`src/rtl/fifo_arb_pkg.sv`:
```
// Shared types and width helpers for the FIFO write-port arbiter.
//   arb_state_t : arbiter state (IDLE = no owner, BUSY = one producer owns the port)
//   idx_width() : bits needed to index N items, never less than 1
//   cnt_width() : burst-counter width, one bit wider than the index width so
//                 that MAX_BURST = 256 still fits
package fifo_arb_pkg;

    typedef enum logic {
        IDLE = 1'b0,
        BUSY = 1'b1
    } arb_state_t;

    function automatic int idx_width(input int n);
        return (n > 1) ? $clog2(n) : 1;
    endfunction

    function automatic int cnt_width(input int max_burst);
        return $clog2(max_burst) + 1;
    endfunction

endpackage

```
`src/rtl/fifo_wr_arbiter_rr_pick.sv`:
```
// Combinational rotating-priority picker.
//   req    : request vector
//   base   : index that has highest priority; search goes upward with wrap
//   found  : at least one request is set
//   idx    : index of the winning request (0 when nothing found)
//   onehot : one-hot of idx (all-zero when nothing found)
module rr_pick
    import fifo_arb_pkg::*;
#(
    parameter int N  = 4,
    parameter int IW = idx_width(N)
) (
    input  logic [N-1:0]  req,
    input  logic [IW-1:0] base,
    output logic          found,
    output logic [IW-1:0] idx,
    output logic [N-1:0]  onehot
);

    // cand[k] is the producer index sitting k places after base.
    // base and k are both below N, so the sum fits in IW+1 bits and one
    // conditional subtract performs the wrap.
    logic [IW-1:0] cand [N];
    logic [N-1:0]  rot_req;

    genvar gi;
    generate
        for (gi = 0; gi < N; gi++) begin : g_rot
            logic [IW:0] sum;
            logic [IW:0] wrapped;
            assign sum        = {1'b0, base} + (IW+1)'(gi);
            assign wrapped    = (sum >= (IW+1)'(N)) ? sum - (IW+1)'(N) : sum;
            assign cand[gi]   = wrapped[IW-1:0];
            assign rot_req[gi] = req[cand[gi]];
        end
    endgenerate

    // Scan from the far end down so the closest candidate to base wins.
    always_comb begin
        found = 1'b0;
        idx   = '0;
        for (int k = N - 1; k >= 0; k--) begin
            if (rot_req[k]) begin
                found = 1'b1;
                idx   = cand[k];
            end
        end
    end

    generate
        for (gi = 0; gi < N; gi++) begin : g_onehot
            assign onehot[gi] = found && (idx == IW'(gi));
        end
    endgenerate

endmodule

```
`src/rtl/fifo_wr_arbiter.sv`:
```
// Round-robin arbiter sharing one FIFO write port between N_REQ producers.
// A producer is granted the port for a burst of up to MAX_BURST accepted
// words; the grant rotates when the burst completes or the owner runs dry.
//   clk      : clock, all state on posedge
//   rst      : asynchronous active-low reset
//   req      : per-producer valid, data held stable until acked
//   req_data : producer i data at [i*Width +: Width]
//   full     : FIFO full flag
//   ack      : per-producer acceptance (word moves on the edge where ack[i]=1)
//   grant    : registered one-hot owner, zero when idle
//   wr_en    : FIFO write enable
//   d_in     : FIFO write data, zero when not writing
module fifo_wr_arbiter
    import fifo_arb_pkg::*;
#(
    parameter int Width     = 8,
    parameter int N_REQ     = 4,
    parameter int MAX_BURST = 4
) (
    input  logic                   clk,
    input  logic                   rst,
    input  logic [N_REQ-1:0]       req,
    input  logic [N_REQ*Width-1:0] req_data,
    input  logic                   full,
    output logic [N_REQ-1:0]       ack,
    output logic [N_REQ-1:0]       grant,
    output logic                   wr_en,
    output logic [Width-1:0]       d_in
);

    localparam int IW = idx_width(N_REQ);
    localparam int CW = cnt_width(MAX_BURST);
    localparam logic [CW-1:0] LAST_BEAT = CW'(MAX_BURST - 1);

    arb_state_t       state_reg,    state_next;
    logic [N_REQ-1:0] grant_reg,    grant_next;
    logic [IW-1:0]    owner_reg,    owner_next;
    logic [IW-1:0]    rr_base_reg,  rr_base_next;
    logic [CW-1:0]    beat_cnt_reg, beat_cnt_next;

    logic [IW-1:0]    owner_inc;
    logic [IW-1:0]    pick_base;
    logic             pick_found;
    logic [IW-1:0]    pick_idx;
    logic [N_REQ-1:0] pick_onehot;
    logic             owner_req;
    logic             release_now;
    logic [Width-1:0] data_arr [N_REQ];

    genvar gi;
    generate
        for (gi = 0; gi < N_REQ; gi++) begin : g_data
            assign data_arr[gi] = req_data[gi*Width +: Width];
            assign ack[gi]      = wr_en && grant_reg[gi];
        end
    endgenerate

    assign owner_inc = (owner_reg == IW'(N_REQ - 1)) ? '0 : owner_reg + IW'(1);

    // One picker serves both cases: from IDLE it searches from rr_base, while
    // BUSY it is only consulted on release, where the search starts just past
    // the current owner (which is also the new rr_base).
    assign pick_base = (state_reg == BUSY) ? owner_inc : rr_base_reg;

    rr_pick #(
        .N  (N_REQ),
        .IW (IW)
    ) u_pick (
        .req    (req),
        .base   (pick_base),
        .found  (pick_found),
        .idx    (pick_idx),
        .onehot (pick_onehot)
    );

    assign owner_req = req[owner_reg];
    assign wr_en     = (state_reg == BUSY) && owner_req && !full;
    assign d_in      = wr_en ? data_arr[owner_reg] : '0;
    assign grant     = grant_reg;

    // Owner drop wins over a stall: a full FIFO does not keep an idle owner.
    assign release_now = (wr_en && (beat_cnt_reg == LAST_BEAT)) || !owner_req;

    always_comb begin
        state_next    = state_reg;
        grant_next    = grant_reg;
        owner_next    = owner_reg;
        rr_base_next  = rr_base_reg;
        beat_cnt_next = beat_cnt_reg;
        case (state_reg)
            IDLE: begin
                if (pick_found) begin
                    state_next    = BUSY;
                    grant_next    = pick_onehot;
                    owner_next    = pick_idx;
                    beat_cnt_next = '0;
                end
            end
            BUSY: begin
                if (release_now) begin
                    rr_base_next = owner_inc;
                    if (pick_found) begin
                        // Hand over without an idle bubble.
                        grant_next    = pick_onehot;
                        owner_next    = pick_idx;
                        beat_cnt_next = '0;
                    end else begin
                        state_next    = IDLE;
                        grant_next    = '0;
                        beat_cnt_next = '0;
                    end
                end else if (wr_en) begin
                    beat_cnt_next = beat_cnt_reg + CW'(1);
                end
            end
            default: begin
                state_next    = IDLE;
                grant_next    = '0;
                beat_cnt_next = '0;
            end
        endcase
    end

    always_ff @(posedge clk or negedge rst) begin
        if (!rst) begin
            state_reg    <= IDLE;
            grant_reg    <= '0;
            owner_reg    <= '0;
            rr_base_reg  <= '0;
            beat_cnt_reg <= '0;
        end else begin
            state_reg    <= state_next;
            grant_reg    <= grant_next;
            owner_reg    <= owner_next;
            rr_base_reg  <= rr_base_next;
            beat_cnt_reg <= beat_cnt_next;
        end
    end

endmodule

```
`config.mk`:
```
export PLATFORM = sky130hd
export DESIGN_NAME = fifo_wr_arbiter
export DESIGN_NICKNAME = d
export VERILOG_FILES = /design/src/rtl/fifo_arb_pkg.sv /design/src/rtl/fifo_wr_arbiter_rr_pick.sv /design/src/rtl/fifo_wr_arbiter.sv
export SDC_FILE = /design/constraint.sdc
export NUM_CORES = 1
export LEC_CHECK = 0
export ABC_AREA = 1
export BUFFER_PORTS_ARGS = -buffer_cell sky130_fd_sc_hd__buf_4
export CORE_MARGIN = 10
export CORE_UTILIZATION = 40
export CTS_BUF_LIST = sky130_fd_sc_hd__clkbuf_2
export CTS_CLUSTER_DIAMETER = 150
export DETAILED_ROUTE_END_ITERATION = 12
export PLACE_DENSITY = 0.69
export SLEW_MARGIN = 5
export SYNTH_ARGS = -nofsm -noshare
export SYNTH_HDL_FRONTEND = slang
export SYNTH_SLANG_ARGS = --single-unit
export TNS_END_PERCENT = 10
```
`constraint.sdc`:
```
create_clock -name clk -period 2.2 [get_ports clk]
set_clock_uncertainty 0.15 [all_clocks]
set_input_delay 0.33 -clock clk [delete_from_list [all_inputs] [get_ports clk]]
set_output_delay 0.33 -clock clk [all_outputs]
set_load 0.01 [all_outputs]
```
-- After elaboration in Yosys (flattened, before gate mapping)
Cells that the tools add are included.
- memories kept: 0
- ROM bits: 0
- input bits: 39
- register bits after elaboration: 12
- word-level logic and storage cells: 94
- bits in writable memories: 0
- output and inout bits: 17
- latch bits: 0
- div/mod/pow operators: 0
- $mul: 0
- bitwise operators: 2
- magnitude comparators: 10
- add/sub/neg operators: 9
- shifts and indexed selects: 0
- equal/unequal tests: 8
- reductions and logical operators: 18
- mux-type cells: 42
- operator list (operator ; number):
    2-to-1 mux 2 bit ; 12
    2-to-1 mux 8 bit ; 3
    binary-select mux 8 bit (select 2 bit) ; 1
    less-than comparator 2 x 3 -> 1 bit, second input constant ; 5
    >= comparator 3 bit, second input constant ; 4
    2-to-1 mux 4 bit ; 3
    logical AND 1 bit ; 11
    2-to-1 mux 1 bit ; 11
    binary-select mux 1 bit (select 2 bit) ; 5
    2-to-1 mux 3 bit ; 3
    one-hot mux 4 bit (2 select lines) ; 1
    subtractor 2 x 1 -> 2 bit, second input constant ; 4
    adder 2 x 2 -> 3 bit, second input constant ; 2
    == test 2 bit, second input constant ; 3
    one-hot mux 3 bit (2 select lines) ; 1
    AND reduction 2 bit ; 3
    inequality test 2 x 1 -> 1 bit, second input constant ; 2
    one-hot mux 2 bit (2 select lines) ; 1
    adder 2 x 1 -> 3 bit, second input constant ; 1
    adder 3 x 1 -> 3 bit, second input constant ; 1
    == test 3 x 2 -> 1 bit, second input constant ; 1
    >= comparator 2 x 3 -> 1 bit, second input constant ; 1
    inequality test 3 x 2 -> 1 bit, second input constant ; 1
    inverter 2 -> 3 bit ; 1
    other kinds (7) ; 8

-- Longest topological paths before layout
Gate-level depths: netlist (run 1).
- depth after elaboration: 17
- depth in mapped cells: 14
- mapped depth without buffers: 14

-- Hierarchy
A second synthesis (run 1) with hierarchy kept.
- cell total of the unflattened synthesis: 214
- area, all modules: 1277.5 um2
- by module, submodules not included (module ; times used ; area each (um2) ; seq. area each (um2) ; cells an instance):
    fifo_wr_arbiter ; 1 ; 1036.0 ; 300.3 ; 159
    rr_pick ; 1 ; 241.5 ; 0.0 ; 55

-- Worst setup path before layout (run 1)
OpenSTA, ideal clock, no wires.
- path type: reg-to-reg
- from: reg owner_reg[0]
- to: reg grant_reg[1] (netlist: grant[1])
- period minus slack after synthesis: 1.914 ns
- path buffers: 0
- library setup time: 0.118 ns
- setup slack: 0.286 ns
- required time: 1.932 ns
- cell stages (with the launch flop): 14
- data arrival time: 1.647 ns
- path through: dfrtp_1 -> ha_1 -> nor2_2 -> nand2_4 -> nand2_8 -> nand2_1 -> nand3_1 -> nand2_2 -> nor2_4 -> nand2_4 -> nand2_2 -> nand2_1 -> nand3_1 -> nand2_1
- cells in the longest elaborated chain, start to end: 17
- elaborated cells between the ends (all ways): 51
- those cells by class: 8 x add/sub; 4 x order compare; 4 x eq/ne; 28 x mux; 7 x reduce/logical
- ends and longest elaborated chain (what ; RTL line ; source):
    from (decl) ; fifo_wr_arbiter.sv:37 ; logic [IW-1:0] owner_reg, owner_next;
    from (signal assigned) ; fifo_wr_arbiter.sv:134 ; owner_reg <= owner_next;
    adder 2 x 1 -> 2 bit / == test 2 bit (equally long branches) ; fifo_wr_arbiter.sv:58 ; assign owner_inc = (owner_reg == IW'(N_REQ - 1)) ? '0 : owner_reg + IW'(1);
    2-to-1 mux 2 bit ; fifo_wr_arbiter.sv:58 ;
    2-to-1 mux 2 bit ; fifo_wr_arbiter.sv:63 ; assign pick_base = (state_reg == BUSY) ? owner_inc : rr_base_reg;
    adder 2 x 2 -> 3 bit ; fifo_wr_arbiter_rr_pick.sv:31 ; assign sum = {1'b0, base} + (IW+1)'(gi);
    >= comparator 3 bit / subtractor 2 x 1 -> 2 bit (equally long branches) ; fifo_wr_arbiter_rr_pick.sv:32 ; assign wrapped = (sum >= (IW+1)'(N)) ? sum - (IW+1)'(N) : sum;
    2-to-1 mux 2 bit ; fifo_wr_arbiter_rr_pick.sv:32 ;
    binary-select mux 1 bit (select 2 bit) ; fifo_wr_arbiter_rr_pick.sv:34 ; assign rot_req[gi] = req[cand[gi]];
    2-to-1 mux 1 bit (not written as such) ; fifo_wr_arbiter_rr_pick.sv:34 ;
    2-to-1 mux 2 bit (4 in series) ; fifo_wr_arbiter_rr_pick.sv:43 ; if (rot_req[k]) begin
    == test 2 x 1 -> 1 bit ; fifo_wr_arbiter_rr_pick.sv:52 ; assign onehot[gi] = found && (idx == IW'(gi));
    logical AND 1 bit ; fifo_wr_arbiter_rr_pick.sv:52 ;
    2-to-1 mux 4 bit ; fifo_wr_arbiter.sv:102 ; if (pick_found) begin
    2-to-1 mux 4 bit ; fifo_wr_arbiter.sv:100 ; if (release_now) begin
    one-hot mux 4 bit (2 select lines) ; fifo_wr_arbiter.sv:90 ; case (state_reg)
    to (signal assigned) ; fifo_wr_arbiter.sv:133 ; grant_reg <= grant_next;
    to (decl) ; fifo_wr_arbiter.sv:36 ; logic [N_REQ-1:0] grant_reg, grant_next;
Several ways; a longest one is shown, not always the timed one. The select of a mux whose other input is x is not followed.
A chain may end at the register's enable or synchronous reset.

-- Final worst setup path (run 1)
- from: reg owner_reg[0]
- to: out ack[0]
- cells in the longest elaborated chain, start to end: 5
- ends and longest elaborated chain (what ; RTL line ; source):
    binary-select mux 1 bit (select 2 bit) ; fifo_wr_arbiter.sv:76 ; assign owner_req = req[owner_reg];
    2-to-1 mux 1 bit (not written as such) ; fifo_wr_arbiter.sv:76 ;
    logical AND 1 bit (2 in series) ; fifo_wr_arbiter.sv:77 ; assign wr_en = (state_reg == BUSY) && owner_req && !full;
    logical AND 1 bit ; fifo_wr_arbiter.sv:54 ; assign ack[gi] = wr_en && grant_reg[gi];
    to (decl) ; fifo_wr_arbiter.sv:25 ; output logic [N_REQ-1:0] ack,
Every way passes these cells. The select of a mux whose other input is x is not followed.

==> run_results.csv, run 1 <==
group,metric,value,unit
grt,grt_max_degree,17,
floorplanning,fp.dieArea,0.005994,mm^2
floorplanning,rows,20,
detailed_routing,drtAntennaViolNets,0,
worst_setup_path,cp-start-kind,"flip-flop",
yosys,netlist.area_leader.share,22.77,%
sta,tightest_slew,432.2,ps
placement,portBuffers,55,
detailed_routing,routed_via_density,4.894,
clocking,clock_path_buffers,2,
detailed_routing,post_drt_wl_per_cell,13.73,um
grt,grt.overflow.total,0,
detailed_routing,drt-total-wl,4.518,mm
detailed_routing,vias,1610,
clocking,clk_pin_slew,130,ps
grt,grt_pass1_vias,1460,
detailed_routing,drtIter0Drc,79,
sta,holdWs,248.6,ps
floorplanning,initial_core_util,42.50,%
worst_setup_path,cp-end-kind,"output port",
clocking,clk-insertion-delay-late,280,ps
cells_and_area,final_cells,329,
status,status,"finished, violations left",
grt,grtUsageTotal,13.01,%
clocking,cts_tree,"built",
yosys,ys_types,22,
grt,antenna_found_initial,0,
sta,setup_ws,-4.676,ps
floorplanning,design.core.area,0.003103,mm^2
worst_setup_path,rr_worst_depth,11,
sta,finalCritPeriodShare,100.2,%
detailed_routing,drt-pass1-iter-count,4,
yosys,yosys_register_bits,12,
sta,tns,-4.676,ps
placement,dpl.cell_count,315,
power,pwr_density_cell,1645,mW/mm^2
sta,min_period,2205,ps
yosys,synth_area_leaders,"dfrtp_1 23%, nand2_1 13%, nor2_1 11%",
yosys,ys_async_sr_fraction,100.0,%
power,peakVddDrop,0.0009686,V
job,drv_cap,0,
cells_and_area,largest_reg_flops,4,
yosys,syn_avg_cell_area,6.105,um^2
sta,rsz0062_at_grt,"yes",
yosys,synth_cells,216,
placement,post-dp-hpwl,3.356,mm
worst_setup_path,cp.arrival,1720,ps
yosys,syn_nets,258,
sta,slew_headroom,70.88,%
worst_setup_path,reg2reg_to,"grant[1]",
worst_setup_path,r2r_start,"owner_reg[0]",
yosys,synth_enable_flop_cells,0,
yosys,yosysTopAreaCell,"dfrtp_1",
cells_and_area,antenna_cells,0,
sta,max_freq,0.4536,GHz
cells_and_area,syn2layout_area_growth,50.76,%
yosys,yosysSeqAreaShare,22.77,%
status,violations,"negative setup slack",
cells_and_area,nNetsFinal,328,
worst_setup_path,crit_type,"flip-flop to output port",
worst_setup_path,cp_max_fo,8,
grt,grt_pass1_wl,6.748,mm
sta,hold_viol,0,
placement,place_congestion,0.8414,
clocking,cts_made_buffers,3,
worst_setup_path,cp.required,1720,ps
cells_and_area,drive_above_1_share,40.70,%
floorplanning,ios,56,
yosys,synth_ff_type,"dfrtp_1",
clocking,htree_levels,1,
power,p_leak,1.037,nW
sta,setup_viol,1,
hold_path,hp-class,"primary input to async pin",
yosys,synth_area,0.001319,mm^2
detailed_routing,drc,0,
floorplanning,die_w,77.42,um
worst_setup_path,reg2reg_slack,100,ps
clocking,cts_root_buf,"clkbuf_2",
floorplanning,die_h,77.42,um
placement,pre_cts_ws,139.9,ps
clocking,clkSinkCount,12,
sta,slew_viol_final,0,
yosys,ys_warn_count,0,
[synthesized netlist by cell type (3+ instances only)]
cell and number:
o21ai_0 21, a21oi_1 13, nand2_2 12, ha_1 3, clkbuf_1 3, nand2_4 3, nor2_4 3, nand2_1 45
nor2_1 39, inv_1 19, dfrtp_1 12, nand3_1 28
[power breakdown]
group	leakage, nW	switching (mW)	internal (mW)
clock	0.0140	0.0789	0.0394
sequential	0.150	0.0873	0.319
combinational	0.873	1.70	1.05
[routing by layer]
metal / vias up / wire length (um) / global-route usage, %
met2: 53 / 2045 / 20.82
met4: 0 / 42 / 3.832
met3: 5 / 243 / 2.535
met5: - / 0 / 0
li1: 837 / - / -
met1: 715 / 2186 / 17.19
[stage by stage]
| step | power [mW] | util [%] | area, um^2 |
|---|---|---|---|
| 5_1_grt | 3.599 | 64.07 | 1988 |
| 3_3_place_gp | 2.768 | 57.82 | 1794 |
| 2_1_floorplan | 2.192 | - | 1319 |
| 3_5_place_dp | 2.787 | 57.82 | 1794 |
| 4_1_cts | 2.938 | 59.15 | 1836 |
| 6_report | 3.270 | 64.07 | 1988 |
[layout make-up]
class / count / area, um^2
Inverter: 21 / 88.84
Fill cell: 328 / 1115
Sequential cell: 12 / 300.3
Clock inverter: 1 / 3.754
Tap cell: 44 / 55.05
Clock buffer: 3 / 15.01
Timing Repair Buffer: 69 / 524.3
Multi-Input combinational cell: 179 / 1001
[kinds of logic after synthesis]
group                    share of synthesized area, %
AND/OR/NAND/NOR                                 50.76
AO/OA/AOI/OAI                                   14.33
buffers and inverters                           9.297
flip-flops                                      22.77
adder cells (fa/ha/maj)                         2.847
[critical path, cell delays in order (launching register included)]
cell and delay (ps):
dfrtp_1 430, buf_6 160, o21ai_2 140, nand2_2 100, nor2_4 220, nand2_4 130
nor2_1 120, buf_4 130
[how the worst max path moves through the flow]
stage | from | endpoint | slack [ps] | cells past startpoint
CTS | owner_reg[0] | d_in[6] | 3 | 7
floorplan | owner_reg[0] | grant[1] | 290 | 13
global placement | owner_reg[0] | grant[3] | 160 | 13
global route | owner_reg[0] | d_in[0] | -80 | 7
detailed placement | owner_reg[0] | grant[1] | 140 | 13
finish | owner_reg[0] | ack[0] | -5 | 7
[timing repair]
action / in CTS / in global routing
endpoints found under the setup margin: 13 / 17
hold buffers: 1 / 0
endpoints found under the hold margin: 12 / 0
gates resized for setup: 3 / 23
pin swaps: 0 / 4
gates cloned: 0 / 2
buffers inserted: 0 / 7
[cell usage in the layout, fill, tap and decap left out]
| master | count |
|---|---|
| ha_1 | 2 |
| a21oi_2 | 6 |
| o21ai_1 | 2 |
| clkbuf_2 | 3 |
| dlygate4sd3_1 | 1 |
| nand2_4 | 5 |
| clkinv_1 | 1 |
| or2_2 | 2 |
| buf_4 | 67 |
| nand4_1 | 1 |
| nand2_2 | 16 |
| inv_6 | 1 |
| dfrtp_1 | 12 |
| inv_4 | 2 |
| a21oi_1 | 7 |
| o21ai_2 | 1 |
| nand3_2 | 2 |
| o21ai_0 | 20 |
| nand2_8 | 3 |
| buf_6 | 1 |
| o21ai_4 | 1 |
| ha_2 | 1 |
| nand2_1 | 40 |
| inv_1 | 18 |
| nor2_4 | 5 |
| nand3_1 | 26 |
| nor2_1 | 39 |
No activity file was read; power rests on OpenSTA's default activity.
==> run 2, diff against run 1 <==
Settings changed: RECOVER_POWER from default to 50.
==> run 2 against run 1 <==
Against the previous run: the run still ends with negative setup slack left; total power fell by 0.19%; routed wire length hardly changed; flip-flop and latch count unchanged; clock-buffer cell count is the same; sequential share of layout area up 0.057 points; die area unchanged; utilization shrank 0.24 points; cell count unchanged; first-iteration DRC count stayed put; clock power hardly changed; fmax hardly changed; critical endpoint unchanged; highest routed layer unchanged.
==> run_results.csv, run 2 (synthesized netlist as in run 1, its figures left out) <==
group,metric,value,unit
detailed_routing,post_drt_wl_per_cell,13.73,um
clocking,cts_made_buffers,3,
worst_setup_path,slowest_stage,"dfrtp_1",
detailed_routing,drt-total-wl,4.517,mm
power,p_sw,1.864,mW
placement,dpl_cell_area,0.001794,mm^2
power,peakVddDrop,0.0009691,V
power,pwr_density_cell,1648,mW/mm^2
hold_path,hp-class,"primary input to flip-flop",
job,drv_cap,0,
sta,tightest_slew,646.8,ps
placement,place_congestion,0.8414,
floorplanning,design.core.area,0.003103,mm^2
placement,dpl.cell_count,315,
floorplanning,rows,20,
floorplanning,die_w,77.42,um
sta,finalCritPeriodShare,100.2,%
sta,setup_viol,1,
grt,grt.overflow.total,0,
status,status,"finished, violations left",
floorplanning,initial_core_util,42.50,%
sta,slew_viol_final,0,
detailed_routing,routed_via_density,4.894,
sta,hold_viol,0,
worst_setup_path,cp_max_fo,8,
floorplanning,fp.dieArea,0.005994,mm^2
cells_and_area,nNetsFinal,328,
detailed_routing,drtAntennaViolNets,0,
placement,portBuffers,55,
grt,grt_pass1_wl,6.748,mm
cells_and_area,final_cells,329,
detailed_routing,vias,1610,
power,intPower,1.400,mW
worst_setup_path,cp.arrival,1720,ps
power,p_leak,1.030,nW
cells_and_area,syn2layout_area_growth,50.19,%
clocking,clk-insertion-delay-late,280,ps
status,violations,"negative setup slack",
cells_and_area,largest_reg_flops,4,
worst_setup_path,crit_type,"flip-flop to output port",
worst_setup_path,path_buf_inv,2,
clocking,htree_levels,1,
power,seqPwrFrac,12.5,%
grt,antenna_found_initial,0,
worst_setup_path,crit_chain,"buf_6 > o21ai_2 > nand2_2 > nor2_4 > nand2_4 > nor2_1 > buf_4",
power,clkPwrFrac,3.6,%
clocking,cts_root_buf,"clkbuf_2",
floorplanning,ios,56,
clocking,clkSinkCount,12,
detailed_routing,drc,0,
detailed_routing,drt-pass1-iter-count,4,
sta,slew_headroom,56.88,%
grt,grtUsageTotal,13.01,%
sta,setup_ws,-4.778,ps
detailed_routing,drtIter0Drc,79,
floorplanning,die_h,77.42,um
placement,post-dp-hpwl,3.356,mm
sta,rsz0062_at_grt,"yes",
worst_setup_path,cp.required,1720,ps
clocking,clk_pin_slew,130,ps
worst_setup_path,cpLargestDelayFamily,"simple AND/OR/NAND/NOR gates",
power,netSwitchingFraction,57.11,%
worst_setup_path,cp-end-kind,"output port",
cells_and_area,antenna_cells,0,
cells_and_area,mostFrequentLayoutCell,"buf_4",
clocking,cts_tree,"built",
cells_and_area,drive_above_1_share,40.00,%
cells_and_area,stdcell_area,0.001981,mm^2
worst_setup_path,max_stage_delay,430,ps
power,combPwrFrac,83.9,%
grt,grt_max_degree,17,
grt,grt_pass1_vias,1460,
sta,min_period,2205,ps
cells_and_area,final_cell_mix,"65 x buf_4, 40 x nand2_1, 39 x nor2_1",
clocking,clock_path_buffers,2,
worst_setup_path,cp-start-kind,"flip-flop",
sta,max_freq,0.4536,GHz
==> run 2: power groups by stage <==
stage,Sequential [mW],Clock (mW),Combinational [mW]
global placement,0.396,0,2.37
finish,0.406,0.118,2.74
detailed placement,0.401,0,2.39
global route,0.418,0.127,3.05
floorplan,0.399,0,1.79
CTS,0.398,0.118,2.42
==> run 2: timing repair <==
| action | in CTS | in global routing |
|---|---|---|
| gates cloned | 0 | 2 |
| hold buffers | 1 | 0 |
| pin swaps | 0 | 4 |
| buffers inserted | 0 | 7 |
| hold endpoints to repair | 12 | 0 |
| gates resized for setup | 3 | 23 |
| endpoints found under the setup margin | 13 | 17 |
==> run 2: layout make-up <==
type	instances	area [um^2]
Tap cell	44	55.05
Multi-Input combinational cell	179	1001
Clock inverter	1	3.754
Clock buffer	3	15.01
Timing Repair Buffer	69	516.7
Inverter	21	88.84
Sequential cell	12	300.3
Fill cell	329	1122
==> run 2: routing by layer <==
layer  share of wire, %  vias to the layer above  track usage, %
met1                 48                      715           17.19
met3                5.4                        5           2.535
met4               0.93                        0           3.832
met5                  0                        -               0
met2                 45                       53           20.82
li1                   -                      837               -
==> run 2: metrics by stage <==
stage	hold slack [ps]	power, mW	utilization, %	setup slack (ps)	TNS, ps
3_3_place_gp	28.97	2.768	57.82	158.3	0
6_report	262.9	3.264	63.83	-4.778	-4.778
4_1_cts	243.5	2.938	59.15	3.205	0
2_1_floorplan	-115.6	2.192	-	285.7	0
5_1_grt	281.6	3.591	63.83	-75.11	-678.1
3_5_place_dp	27.82	2.787	57.82	139.9	0
==> run 2: worst min-delay path, delay by kind of cell <==
family	cells	cell delay, ps
simple gates	3	180
compound gates	1	80
buf+inv	1	90
==> run 2: worst paths after layout <==
| kind | start | endpoint | slack (ps) | cells past startpoint |
|---|---|---|---|---|
| setup / recovery | owner_reg[0] | ack[0] | -5 | 7 |
| hold / removal | full | beat_cnt_reg[1] | 260 | 5 |
| setup reg to reg | owner_reg[0] | grant[1] | 100 | 11 |
| hold reg to reg | beat_cnt_reg[2] | beat_cnt_reg[2] | 340 | 2 |
| max in group asynchronous | rst | grant[3] | 1060 | 2 |
| min in group asynchronous | rst | beat_cnt_reg[1] | 410 | 2 |
